File: src/rtl/axi_lite_slave_regs.sv
// AXI4-Lite slave exposing NUM_REGS 32-bit read/write registers with byte strobes.
// Read and write paths are independent; out-of-range accesses answer SLVERR.
module axi_lite_slave_regs #(
    parameter int ADDR_W   = 32,
    parameter int NUM_REGS = 4
) (
    input  logic                     clk,
    input  logic                     rst,
    input  logic                     awvalid_i,
    output logic                     awready_o,
    input  logic [ADDR_W-1:0]        awaddr_i,
    input  logic [2:0]               awprot_i,
    input  logic                     wvalid_i,
    output logic                     wready_o,
    input  logic [31:0]              wdata_i,
    input  logic [3:0]               wstrb_i,
    output logic                     bvalid_o,
    input  logic                     bready_i,
    output logic [1:0]               bresp_o,
    input  logic                     arvalid_i,
    output logic                     arready_o,
    input  logic [ADDR_W-1:0]        araddr_i,
    input  logic [2:0]               arprot_i,
    output logic                     rvalid_o,
    input  logic                     rready_i,
    output logic [31:0]              rdata_o,
    output logic [1:0]               rresp_o,
    output logic [NUM_REGS*32-1:0]   reg_dout_o
);

    localparam int IDX_W = $clog2(NUM_REGS);

    localparam logic [0:0] W_IDLE = 1'b0;
    localparam logic [0:0] W_RESP = 1'b1;
    localparam logic [0:0] R_IDLE = 1'b0;
    localparam logic [0:0] R_DATA = 1'b1;

    localparam logic [1:0] RESP_OKAY   = 2'b00;
    localparam logic [1:0] RESP_SLVERR = 2'b10;

    function automatic logic addr_oor(input logic [ADDR_W-1:0] a);
        return |a[ADDR_W-1:IDX_W+2];
    endfunction

    function automatic logic [IDX_W-1:0] addr_idx(input logic [ADDR_W-1:0] a);
        return a[IDX_W+1:2];
    endfunction

    logic [0:0]        w_state_q, w_state_d;
    logic              aw_held_q, aw_held_d;
    logic [ADDR_W-1:0] awaddr_q, awaddr_d;
    logic              w_held_q, w_held_d;
    logic [31:0]       wdata_q, wdata_d;
    logic [3:0]        wstrb_q, wstrb_d;
    logic [1:0]        bresp_q, bresp_d;
    logic [31:0]       regs_q [NUM_REGS];
    logic [31:0]       regs_d [NUM_REGS];

    logic [0:0]        r_state_q, r_state_d;
    logic [31:0]       rdata_q, rdata_d;
    logic [1:0]        rresp_q, rresp_d;

    logic              aw_hs, w_hs, ar_hs;
    logic [ADDR_W-1:0] wr_addr;
    logic [31:0]       wr_data;
    logic [3:0]        wr_strb;

    assign awready_o = !rst && !aw_held_q && (w_state_q == W_IDLE);
    assign wready_o  = !rst && !w_held_q && (w_state_q == W_IDLE);
    assign arready_o = !rst && (r_state_q == R_IDLE);

    assign aw_hs = awvalid_i && awready_o;
    assign w_hs  = wvalid_i && wready_o;
    assign ar_hs = arvalid_i && arready_o;

    // A channel that handshook earlier supplies its latched payload; otherwise the live bus does.
    assign wr_addr = aw_held_q ? awaddr_q : awaddr_i;
    assign wr_data = w_held_q ? wdata_q : wdata_i;
    assign wr_strb = w_held_q ? wstrb_q : wstrb_i;

    assign bvalid_o = (w_state_q == W_RESP);
    assign bresp_o  = bresp_q;
    assign rvalid_o = (r_state_q == R_DATA);
    assign rdata_o  = rdata_q;
    assign rresp_o  = rresp_q;

    always_comb begin
        w_state_d = w_state_q;
        aw_held_d = aw_held_q;
        awaddr_d  = awaddr_q;
        w_held_d  = w_held_q;
        wdata_d   = wdata_q;
        wstrb_d   = wstrb_q;
        bresp_d   = bresp_q;
        regs_d    = regs_q;
        if (w_state_q == W_IDLE) begin
            if (aw_hs) begin
                aw_held_d = 1'b1;
                awaddr_d  = awaddr_i;
            end
            if (w_hs) begin
                w_held_d = 1'b1;
                wdata_d  = wdata_i;
                wstrb_d  = wstrb_i;
            end
            if ((aw_hs || aw_held_q) && (w_hs || w_held_q)) begin
                aw_held_d = 1'b0;
                w_held_d  = 1'b0;
                w_state_d = W_RESP;
                if (addr_oor(wr_addr)) begin
                    bresp_d = RESP_SLVERR;
                end else begin
                    bresp_d = RESP_OKAY;
                    for (int b = 0; b < 4; b++) begin
                        if (wr_strb[b]) begin
                            regs_d[addr_idx(wr_addr)][8*b +: 8] = wr_data[8*b +: 8];
                        end
                    end
                end
            end
        end else if (bready_i) begin
            w_state_d = W_IDLE;
        end
    end

    // Reads sample regs_q, so a same-edge write is not yet visible.
    always_comb begin
        r_state_d = r_state_q;
        rdata_d   = rdata_q;
        rresp_d   = rresp_q;
        if (r_state_q == R_IDLE) begin
            if (ar_hs) begin
                r_state_d = R_DATA;
                if (addr_oor(araddr_i)) begin
                    rdata_d = 32'h0;
                    rresp_d = RESP_SLVERR;
                end else begin
                    rdata_d = regs_q[addr_idx(araddr_i)];
                    rresp_d = RESP_OKAY;
                end
            end
        end else if (rready_i) begin
            r_state_d = R_IDLE;
        end
    end

    always_ff @(posedge clk) begin
        if (rst) begin
            w_state_q <= W_IDLE;
            aw_held_q <= 1'b0;
            awaddr_q  <= '0;
            w_held_q  <= 1'b0;
            wdata_q   <= '0;
            wstrb_q   <= '0;
            bresp_q   <= RESP_OKAY;
            r_state_q <= R_IDLE;
            rdata_q   <= '0;
            rresp_q   <= RESP_OKAY;
            for (int k = 0; k < NUM_REGS; k++) begin
                regs_q[k] <= '0;
            end
        end else begin
            w_state_q <= w_state_d;
            aw_held_q <= aw_held_d;
            awaddr_q  <= awaddr_d;
            w_held_q  <= w_held_d;
            wdata_q   <= wdata_d;
            wstrb_q   <= wstrb_d;
            bresp_q   <= bresp_d;
            r_state_q <= r_state_d;
            rdata_q   <= rdata_d;
            rresp_q   <= rresp_d;
            for (int k = 0; k < NUM_REGS; k++) begin
                regs_q[k] <= regs_d[k];
            end
        end
    end

    for (genvar k = 0; k < NUM_REGS; k++) begin : g_dout
        assign reg_dout_o[32*k +: 32] = regs_q[k];
    end

    logic unused_ok;
    assign unused_ok = ^{awprot_i, arprot_i, wr_addr[1:0], araddr_i[1:0]};

endmodule

File: config.mk
export PLATFORM = sky130hd
export DESIGN_NAME = axi_lite_slave_regs
export DESIGN_NICKNAME = d
export VERILOG_FILES = /design/src/rtl/axi_lite_slave_regs.sv
export SDC_FILE = /design/constraint.sdc
export NUM_CORES = 1
export LEC_CHECK = 0
export ABC_CLOCK_PERIOD_IN_PS = 1900
export BUFFER_PORTS_ARGS = -buffer_cell sky130_fd_sc_hd__clkbuf_2
export CAP_MARGIN = 20
export CORE_ASPECT_RATIO = 0.9
export CORE_MARGIN = 1.5
export CORE_UTILIZATION = 38
export DETAILED_ROUTE_END_ITERATION = 12
export PLACE_DENSITY = 0.63
export SLEW_MARGIN = 20
export SYNTH_ARGS = -nofsm -noshare
export SYNTH_HDL_FRONTEND = slang
export SYNTH_SLANG_ARGS = --single-unit
File: constraint.sdc
create_clock -name clk -period 1.9 [get_ports clk]
set_input_delay 0.285 -clock clk [delete_from_list [all_inputs] [get_ports clk]]
set_output_delay 0.285 -clock clk [all_outputs]
set_load 0.1 [all_outputs]
* Word-level counts from Yosys, hierarchy flattened
Index checks and enable logic that the tools add are counted.
** Cells by class
- Reduce and logical (&&, ||, !) cells :: 26
- Bitwise logic cells :: 5
- $lt $le $gt $ge :: 3
- Multiplexer cells :: 44
** Operators with widths (count)
- 2-to-1 mux 128 bit :: 13
- bitwise mux 128 bit :: 4
- demux 32 bit (select 2 bit) :: 4
- 2-to-1 mux 32 bit :: 6
- binary-select mux 32 bit (select 2 bit) :: 1
- OR reduction 28 bit :: 2
- 2-to-1 mux 24 bit :: 1
- 2-to-1 mux 16 bit :: 1
- AND reduction 2 bit :: 6
- logical AND 1 bit :: 10
- 2-to-1 mux 1 bit :: 10
- 2-to-1 mux 8 bit :: 1
- >= comparator 3 bit, second input constant :: 2
- NOT 2 -> 3 bit :: 2
- 2-to-1 mux 2 bit :: 2
- 2-to-1 mux 4 bit :: 1
- nonzero test 2 bit :: 2
- zero test 1 bit :: 3
- < comparator 3 x 1 -> 1 bit, second input constant :: 1
- NOT 1 bit :: 3
- AND reduction 3 bit :: 1
- logical OR 1 bit :: 2
** Word-level totals
- Bits in registers :: 236
- Input port bits :: 113
- Logic and storage cells :: 92
- Output and inout port bits :: 169

* Depth between registers and ports, before layout
Gate-level depths: netlist of run 1.
- Depth in word-level cells :: 23
- Mapped depth :: 8

* Worst setup path before layout of run 1
OpenSTA, ideal clock, no wires.
- Kind :: register to register
- Start point :: reg w_state_q, in the netlist bvalid_o
- End point :: reg wdata_q[2]
- Path slack :: -2.384 ns
- Arrival :: 4.152 ns
- Required time :: 1.768 ns
- Cell stages (with the launch flop) :: 7
- Cells stage by stage :: dfxtp_1 -> clkbuf_1 -> nor3_1 -> nand2_1 -> clkbuf_1 -> nand2_1 -> a21oi_1
** On the way
- Longest elaborated chain between the ends :: 4
** RTL lines
- start, declared :: RTL line 49 : logic [0:0] w_state_q, w_state_d;
- start signal, assigned :: RTL line 163 : w_state_q <= w_state_d;
- NOT 1 bit (no line)
- logical AND 1 bit :: RTL line 69 : assign wready_o = !rst && !w_held_q && (w_state_q == W_IDLE);
- via wready_o :: RTL line 14 : output logic wready_o,
- logical AND 1 bit :: RTL line 73 : assign w_hs = wvalid_i && wready_o;
- AND reduction 2 bit (no line)
- end signal, assigned :: RTL line 167 : wdata_q <= wdata_d;
- end, declared :: RTL line 53 : logic [31:0] wdata_q, wdata_d;
The timed path passes the listed nets, and every way through them passes these cells.
A chain may end at the register's enable or synchronous reset.

* Worst setup path after layout of run 1
- Start point :: reg aw_held_q
- End point :: reg regs_q (netlist bit reg_dout_o[113])
** On the way
- Longest elaborated chain between the ends :: 20
- Elaborated cells on any way between the ends :: 36
- Classes of those cells :: order compare (2); mux (23); bitwise (2); reduce/logical (9)
** RTL lines
- start, declared :: RTL line 50 : logic aw_held_q, aw_held_d;
- start signal, assigned :: RTL line 164 : aw_held_q <= aw_held_d;
- 2-to-1 mux 32 bit :: RTL line 77 : assign wr_addr = aw_held_q ? awaddr_q : awaddr_i;
- NOT 2 -> 3 bit (implied by the code) :: RTL line 116 : regs_d[addr_idx(wr_addr)][8*b +: 8] = wr_data[8*b +: 8];
- demux 32 bit (select 2 bit) :: RTL line 116
- bitwise mux 128 bit :: RTL line 116
- 2-to-1 mux 128 bit :: RTL line 115 : if (wr_strb[b]) begin
- 2-to-1 mux 128 bit :: RTL line 110 : if (addr_oor(wr_addr)) begin
- 2-to-1 mux 128 bit :: RTL line 106 : if ((aw_hs || aw_held_q) && (w_hs || w_held_q)) begin
- 2-to-1 mux 128 bit :: RTL line 96 : if (w_state_q == W_IDLE) begin
- [4 not listed]
- 2-to-1 mux 128 bit :: RTL line 96
- bitwise mux 128 bit :: RTL line 116
- 2-to-1 mux 128 bit :: RTL line 115
- 2-to-1 mux 128 bit :: RTL line 110
- 2-to-1 mux 128 bit :: RTL line 106
- 2-to-1 mux 128 bit :: RTL line 96
- bitwise mux 128 bit :: RTL line 116
- 2-to-1 mux 128 bit :: RTL line 115
- end signal, assigned by index :: RTL line 174 : regs_q[k] <= regs_d[k];
- end, declared :: RTL line 56 : logic [31:0] regs_q [NUM_REGS];
Several ways; a longest one is shown, not always the timed one. The select of a mux whose other input is x is not followed.

==> flow_summary.toml, run 1 <==
[critical_path]
worst-path-max-fanout = 7
cp_top_family = "buffers and inverters"
cp.arrival_ns = 2.35
critical_path.cell_chain = "buf_6 > nor4_4 > nand4_1 > o22ai_4 > buf_12 > and4bb_4 > buf_12 > buf_12 > buf_16 > a221oi_2"
critical_path_class = "reg -> reg"
critPathMaxStageDelay_ns = 0.37
crit_buf_inv = 5
startpoint_type = "flop"
crit_path_end_kind = "flop"
crit_slowest_cell = "dfxtp_4"
crit_required_ns = 2.27
critPathMostFrequentCell = "buf_12"

[detailed_routing]
wl_per_cell_um = 18.18
drt-pass1-iter-count = 5
antenna_left = 0
wl_um = 32630
drt_iter0_drc = 707
viasPerCell = 5.318
drc = 0
vias = 9545

[power]
combPwrFrac = 0.113
p_seq_frac = 0.429
irDropWorstVdd_uv = 580.8
power.share.clock = 0.459
powerDensity_mw_per_mm2 = 787.2
p_switching_mw = 2.879
leakagePower_nw = 5.716
intPower_mw = 8.775
switching_share = 0.2470

[clocking]
cts_root_buf = "clkbuf_16"
cts.path.max_buffers = 3
h-tree-depth = 1
cts_buffers = 26
worstSkewPairLatency_ns = 0.54
clock_sinks = 232
cts_tree = "done"
clk_pin_slew_ns = 0.06

[floorplan]
die_x_um = 177.4
rows = 57
dieArea_mm2 = 0.02836
fp.dieH_um = 159.9
core-area_mm2 = 0.02696
pin_count = 282
initial_core_util = 0.3857

[logic_synthesis]
synth-seq-cells = 232
syn_area_mm2 = 0.01040
yosys_warnings = 0
synth_cell_type_count = 55
synth_edf_count = 0
synth.avg_cell_area_um2 = 9.902
synthCells = 1050
synth-seq-area-share = 0.4467
synthArstFlopShare = 0
ys.flop_type = "dfxtp_1"

[finish]
syn2layout_area_growth_pct = 42.38
fillers = 2377
final_common_cell = "clkbuf_2"
drive_gt1_frac = 0.4170
multi_input_area_mm2 = 0.005161
seqCellArea_mm2 = 0.004662
layout.cells.non_filler = 1795
final_cell_mix = "clkbuf_2 (265), dfxtp_1 (226), nand2_1 (135)"
layout.nets = 1533

[status]
violations = "negative setup slack"
run_status = "finished, violations left"

[timing]
hold_violations = 0
fin_setup_tns_ns = -1.651
setup_viol = 63
rsz0062_at_grt = "true"
relSlewSlack = 0.2815
setup_ws_ns = -0.07462
slew_violations = 0
worst_slew_pin_slew_ns = 1.078
min_period_ns = 1.975
max_freq_mhz = 506.4
fin_crit_sh = 1.039
clock_skew_ns = 0.01920

[grt]
grt_first_pass_wirelength_um = 50510
first_global_vias = 9008
grt_usage = 0.2221
overflow = 0
grt_max_degree = 89
antenna_found_initial = 3

[placement]
gp_congestion = 0.8063
numPlacedInstances = 1687
port_buffers = 269
dpl.hpwl_um = 22050

[run]
drv_cap = 0

[min_path]
holdCritPathClass = "in -> reg"
## stage by stage
step	total power [mW]	worst slack (ns)	cell area (um2)	utilization	hold WS, ns
3_5_place_dp	6.253	-0.4266	12710	0.4716	0.4385
6_report	11.65	-0.07462	14800	0.5492	0.02221
5_1_grt	12.09	-0.1477	14800	0.5492	0.01889
2_1_floorplan	5.794	-0.3230	10550	-	0.3748
4_1_cts	11.73	-0.1074	14520	0.5385	0.001611
3_3_place_gp	6.236	-0.4209	12710	0.4713	0.4333
## final cells by class
class,instances,area share
clock buffer,35,0.05029
clock inverter,12,0.01192
inverter,106,0.02705
tap,354,0.02992
timing repair buffer,430,0.2170
antenna,2,0.0003381
multi-input combinational,624,0.3486
sequential,232,0.3149
## Yosys cell counts, types with 2 or more instances
master / n / area share
and4_4: 3 / 0.0032
a21oi_1: 100 / 0.048
buf_12: 2 / 0.0039
buf_6: 18 / 0.019
nand4_4: 7 / 0.014
clkbuf_8: 3 / 0.0040
a221oi_2: 40 / 0.058
and2_2: 6 / 0.0043
and2_1: 28 / 0.017
a221oi_1: 64 / 0.054
buf_1: 4 / 0.0014
nand2b_1: 4 / 0.0024
mux2i_1: 4 / 0.0039
dfxtp_1: 232 / 0.45
nor4_1: 13 / 0.0078
nand3b_1: 2 / 0.0014
clkbuf_1: 45 / 0.016
o22ai_1: 2 / 0.0012
nor3_1: 8 / 0.0039
nand2_1: 139 / 0.050
and3_1: 2 / 0.0012
nand4_1: 3 / 0.0018
buf_8: 2 / 0.0029
o2111a_1: 3 / 0.0032
a22oi_1: 32 / 0.023
and4_1: 2 / 0.0017
a211oi_1: 57 / 0.041
nor2_1: 43 / 0.016
buf_2: 8 / 0.0039
mux4_2: 32 / 0.069
nor2b_1: 2 / 0.0012
nand3_2: 3 / 0.0029
buf_4: 5 / 0.0036
or3b_2: 2 / 0.0017
mux2_2: 2 / 0.0022
inv_1: 105 / 0.038
nand3_4: 2 / 0.0034
or3_1: 4 / 0.0024
## power by group through the flow
stage,registers (mW),clock network [mW],logic [mW]
floorplan,5.13,0,0.661
global placement,5.09,0,1.14
detailed placement,5.10,0,1.16
CTS,5.00,5.45,1.28
global route,5.00,5.68,1.41
finish,5.00,5.35,1.31
## registers in the layout (all words and copies together), names as in the netlist
name,flops
reg_dout_o,128
rdata_o,32
wdata_q,32
awaddr_q,30
wstrb_q,4
aw_held_q,1
bresp_o,1
bvalid_o,1
rresp_o,1
rvalid_o,1
w_held_q,1
## tightest hold or removal path, stage by stage
cell	delay [ns]
clkbuf_2	0.11
nand2_1	0.06
a21oi_1	0.05
## layer usage
metal / GRT usage / routed length [um] / part of all wire / vias to the layer above
met2: 0.3523 / 14980 / 0.46 / 278
li1: - / - / - / 4596
met1: 0.3129 / 14880 / 0.46 / 4620
met4: 0.04775 / 718 / 0.022 / 2
met3: 0.04262 / 2033 / 0.062 / 49
met5: 0 / 13 / 0.00040 / -
## kinds of logic after synthesis
group | Yosys count | share of synthesized area
other cells | 1 | 0.0003607
compound gates | 303 | 0.2354
mux | 38 | 0.07533
buf+inv | 195 | 0.09591
flops | 232 | 0.4467
simple gates | 281 | 0.1463
## final timing paths
check                            from                            to  slack [ns]  cells past startpoint
min reg2reg  wdata_q[31]$_SDFFE_PP0P_      wdata_q[31]$_SDFFE_PP0P_        0.45                      2
max            aw_held_q$_SDFFE_PP0P_  reg_dout_o[113]$_SDFFE_PP0P_       -0.07                     10
min                       wdata_i[20]      wdata_q[20]$_SDFFE_PP0P_        0.02                      3
max reg2reg    aw_held_q$_SDFFE_PP0P_  reg_dout_o[113]$_SDFFE_PP0P_       -0.07                     10
## what timing repair did
item	4_1_cts	5_1_grt
buffers inserted	8	1
pin swaps	40	35
resized for setup	42	46
setup endpoints to repair	128	129
hold endpoints to repair	46	0
gates cloned	3	4
hold buffers	46	0
No activity file was read; power rests on OpenSTA's default activity.
==> run 2: changes to the inputs <==
--- a/config.mk
+++ b/config.mk
@@ -8,11 +8,13 @@
 export ABC_CLOCK_PERIOD_IN_PS = 1900
 export BUFFER_PORTS_ARGS = -buffer_cell sky130_fd_sc_hd__clkbuf_2
 export CAP_MARGIN = 20
+export CELL_PAD_IN_SITES_DETAIL_PLACEMENT = 1
+export CELL_PAD_IN_SITES_GLOBAL_PLACEMENT = 2
 export CORE_ASPECT_RATIO = 0.9
 export CORE_MARGIN = 1.5
-export CORE_UTILIZATION = 38
+export CORE_UTILIZATION = 29
 export DETAILED_ROUTE_END_ITERATION = 12
-export PLACE_DENSITY = 0.63
+export PLACE_DENSITY = 0.76
 export SLEW_MARGIN = 20
 export SYNTH_ARGS = -nofsm -noshare
 export SYNTH_HDL_FRONTEND = slang
==> run 2 against run 1 <==
Against the previous run: the flow still finishes with violations (negative setup slack); first-iteration DRC count decreased by 40%; clock power is 6.7% higher; register-to-register slack better by 0.04 ns; core utilization shrank 12 points; clock-buffer cell count rose by 5; highest routed layer unchanged.
==> flow_summary.toml, run 2 (synthesis results as in run 1) <==
[status]
run_status = "finished, violations left"
violations = "negative setup slack"

[clocking]
clock_sinks = 232
cts.path.max_buffers = 3
cts_tree = "done"
cts_buffers = 28
cts_root_buf = "clkbuf_16"
h-tree-depth = 1
clk_pin_slew_ns = 0.06
worstSkewPairLatency_ns = 0.55

[power]
p_switching_mw = 3.016
leakagePower_nw = 5.688
combPwrFrac = 0.112
p_seq_frac = 0.414
power.share.clock = 0.473
irDropWorstVdd_uv = 536.9
powerDensity_mw_per_mm2 = 804.8
intPower_mw = 9.055
switching_share = 0.2498

[floorplan]
rows = 65
pin_count = 282
core-area_mm2 = 0.03522
dieArea_mm2 = 0.03700
initial_core_util = 0.2953
die_x_um = 202.6
fp.dieH_um = 182.6

[critical_path]
cp.arrival_ns = 2.32
crit_path_end_kind = "flop"
startpoint_type = "flop"
critical_path_class = "reg -> reg"
worst-path-max-fanout = 7
crit_required_ns = 2.29

[timing]
setup_viol = 12
hold_violations = 0
fin_crit_sh = 1.020
max_freq_mhz = 515.8
slew_violations = 0
worst_slew_pin_slew_ns = 0.9153
clock_skew_ns = 0.01881
min_period_ns = 1.939
relSlewSlack = 0.3898
rsz0062_at_grt = "true"
timing.hold.ws_ns = 0.02164
setup_ws_ns = -0.03877

[finish]
layout.cells.non_filler = 1905
layout.nets = 1527
final_common_cell = "clkbuf_2"
drive_gt1_frac = 0.4293
fillers = 4009
largest_reg_flops = 128
final_cell_mix = "clkbuf_2 (265), dfxtp_1 (225), nand2_1 (135)"
syn2layout_area_growth_pct = 44.25

[run]
drv_cap = 0

[grt]
overflow = 0
first_global_vias = 9924
grt_busiest_layer = "met2"
met2_usage = 0.3238
grt_first_pass_wirelength_um = 57840
grt.met3_usage = 0.03696
antenna_found_initial = 3
grt_use_met1 = 0.2709
grt_max_degree = 74
grt_usage = 0.1973

[detailed_routing]
antenna_left = 0
drt_iter0_drc = 422
wl_per_cell_um = 19.89
viasPerCell = 5.075
drc = 0
drt-pass1-iter-count = 5
vias = 9667
wl_um = 37890

[placement]
numPlacedInstances = 1804
port_buffers = 269
dpl.hpwl_um = 26450
gp_congestion = 0.7724

[min_path]
holdCritPathClass = "in -> reg"
-- run 2: cell count changes in the layout (fill, tap and decap cells not counted), moves of 5 or more --
cell	change
a221oi_1	-12
nor3_2	+5
nor3_1	-5
a221oi_2	+13
dlygate4sd3_1	-6
-- run 2: worst paths after layout --
| path | from | to | slack [ns] | depth (start not counted) |
|---|---|---|---|---|
| setup / recovery | aw_held_q$_SDFFE_PP0P_ | reg_dout_o[78]$_SDFFE_PP0P_ | -0.04 | 7 |
| hold / removal | wdata_i[8] | wdata_q[8]$_SDFFE_PP0P_ | 0.02 | 3 |
| setup reg to reg | aw_held_q$_SDFFE_PP0P_ | reg_dout_o[78]$_SDFFE_PP0P_ | -0.04 | 7 |
| hold reg to reg | wdata_q[28]$_SDFFE_PP0P_ | wdata_q[28]$_SDFFE_PP0P_ | 0.45 | 2 |
-- run 2: final cells by class --
class / instances / area, um2 / area share
well taps: 469 / 586.8 / 0.03913
clock inverters: 11 / 168.9 / 0.01126
inverters: 106 / 400.4 / 0.02670
repair buffers: 422 / 3112 / 0.2075
clock buffers: 40 / 827.0 / 0.05514
multi-input cells: 624 / 5238 / 0.3492
flip-flops and latches: 232 / 4663 / 0.3109
diodes: 1 / 2.502 / 0.0001668
-- run 2: power groups by stage --
stage,logic [mW],registers [mW],clock network (mW)
after floorplan,0.661,5.13,0
after global placement,1.20,5.10,0
after detailed placement,1.22,5.10,0
after CTS,1.33,5.00,5.86
after global routing,1.47,5.01,6.07
final,1.36,5.00,5.71
-- run 2: what timing repair did --
item / 4_1_cts / 5_1_grt
gates cloned: 2 / 4
hold endpoints to repair: 40 / 0
setup buffers: 5 / 1
pin swaps: 35 / 43
endpoints found under the setup margin: 130 / 126
gates resized for setup: 46 / 49
hold buffers: 40 / 0
-- run 2: per-stage QoR --
stage	instance area, um2	util	setup WS [ns]	setup TNS [ns]	power, mW
global placement	12960	0.3680	-0.4485	-51.02	6.297
floorplan	10550	-	-0.3230	-18.51	5.794
finish	15000	0.4259	-0.03877	-0.2342	12.07
detailed placement	12960	0.3680	-0.4708	-49.39	6.320
global route	15000	0.4258	-0.1214	-6.984	12.54
CTS	14700	0.4173	-0.04284	-0.9620	12.19
-- run 2: worst max-delay path, stage by stage (launching register included) --
cell       delay, ns
dfxtp_4         0.40
nor4b_4         0.21
nand4_1         0.18
o22ai_4         0.18
buf_12          0.15
and4_4          0.37
clkbuf_16       0.21
a221oi_1        0.08
-- run 2: layer usage --
layer | share of wire | routed length (um)
met1 | 0.46 | 17360
met5 | 0.00071 | 27
met3 | 0.051 | 1929
met4 | 0.015 | 585
met2 | 0.47 | 17990
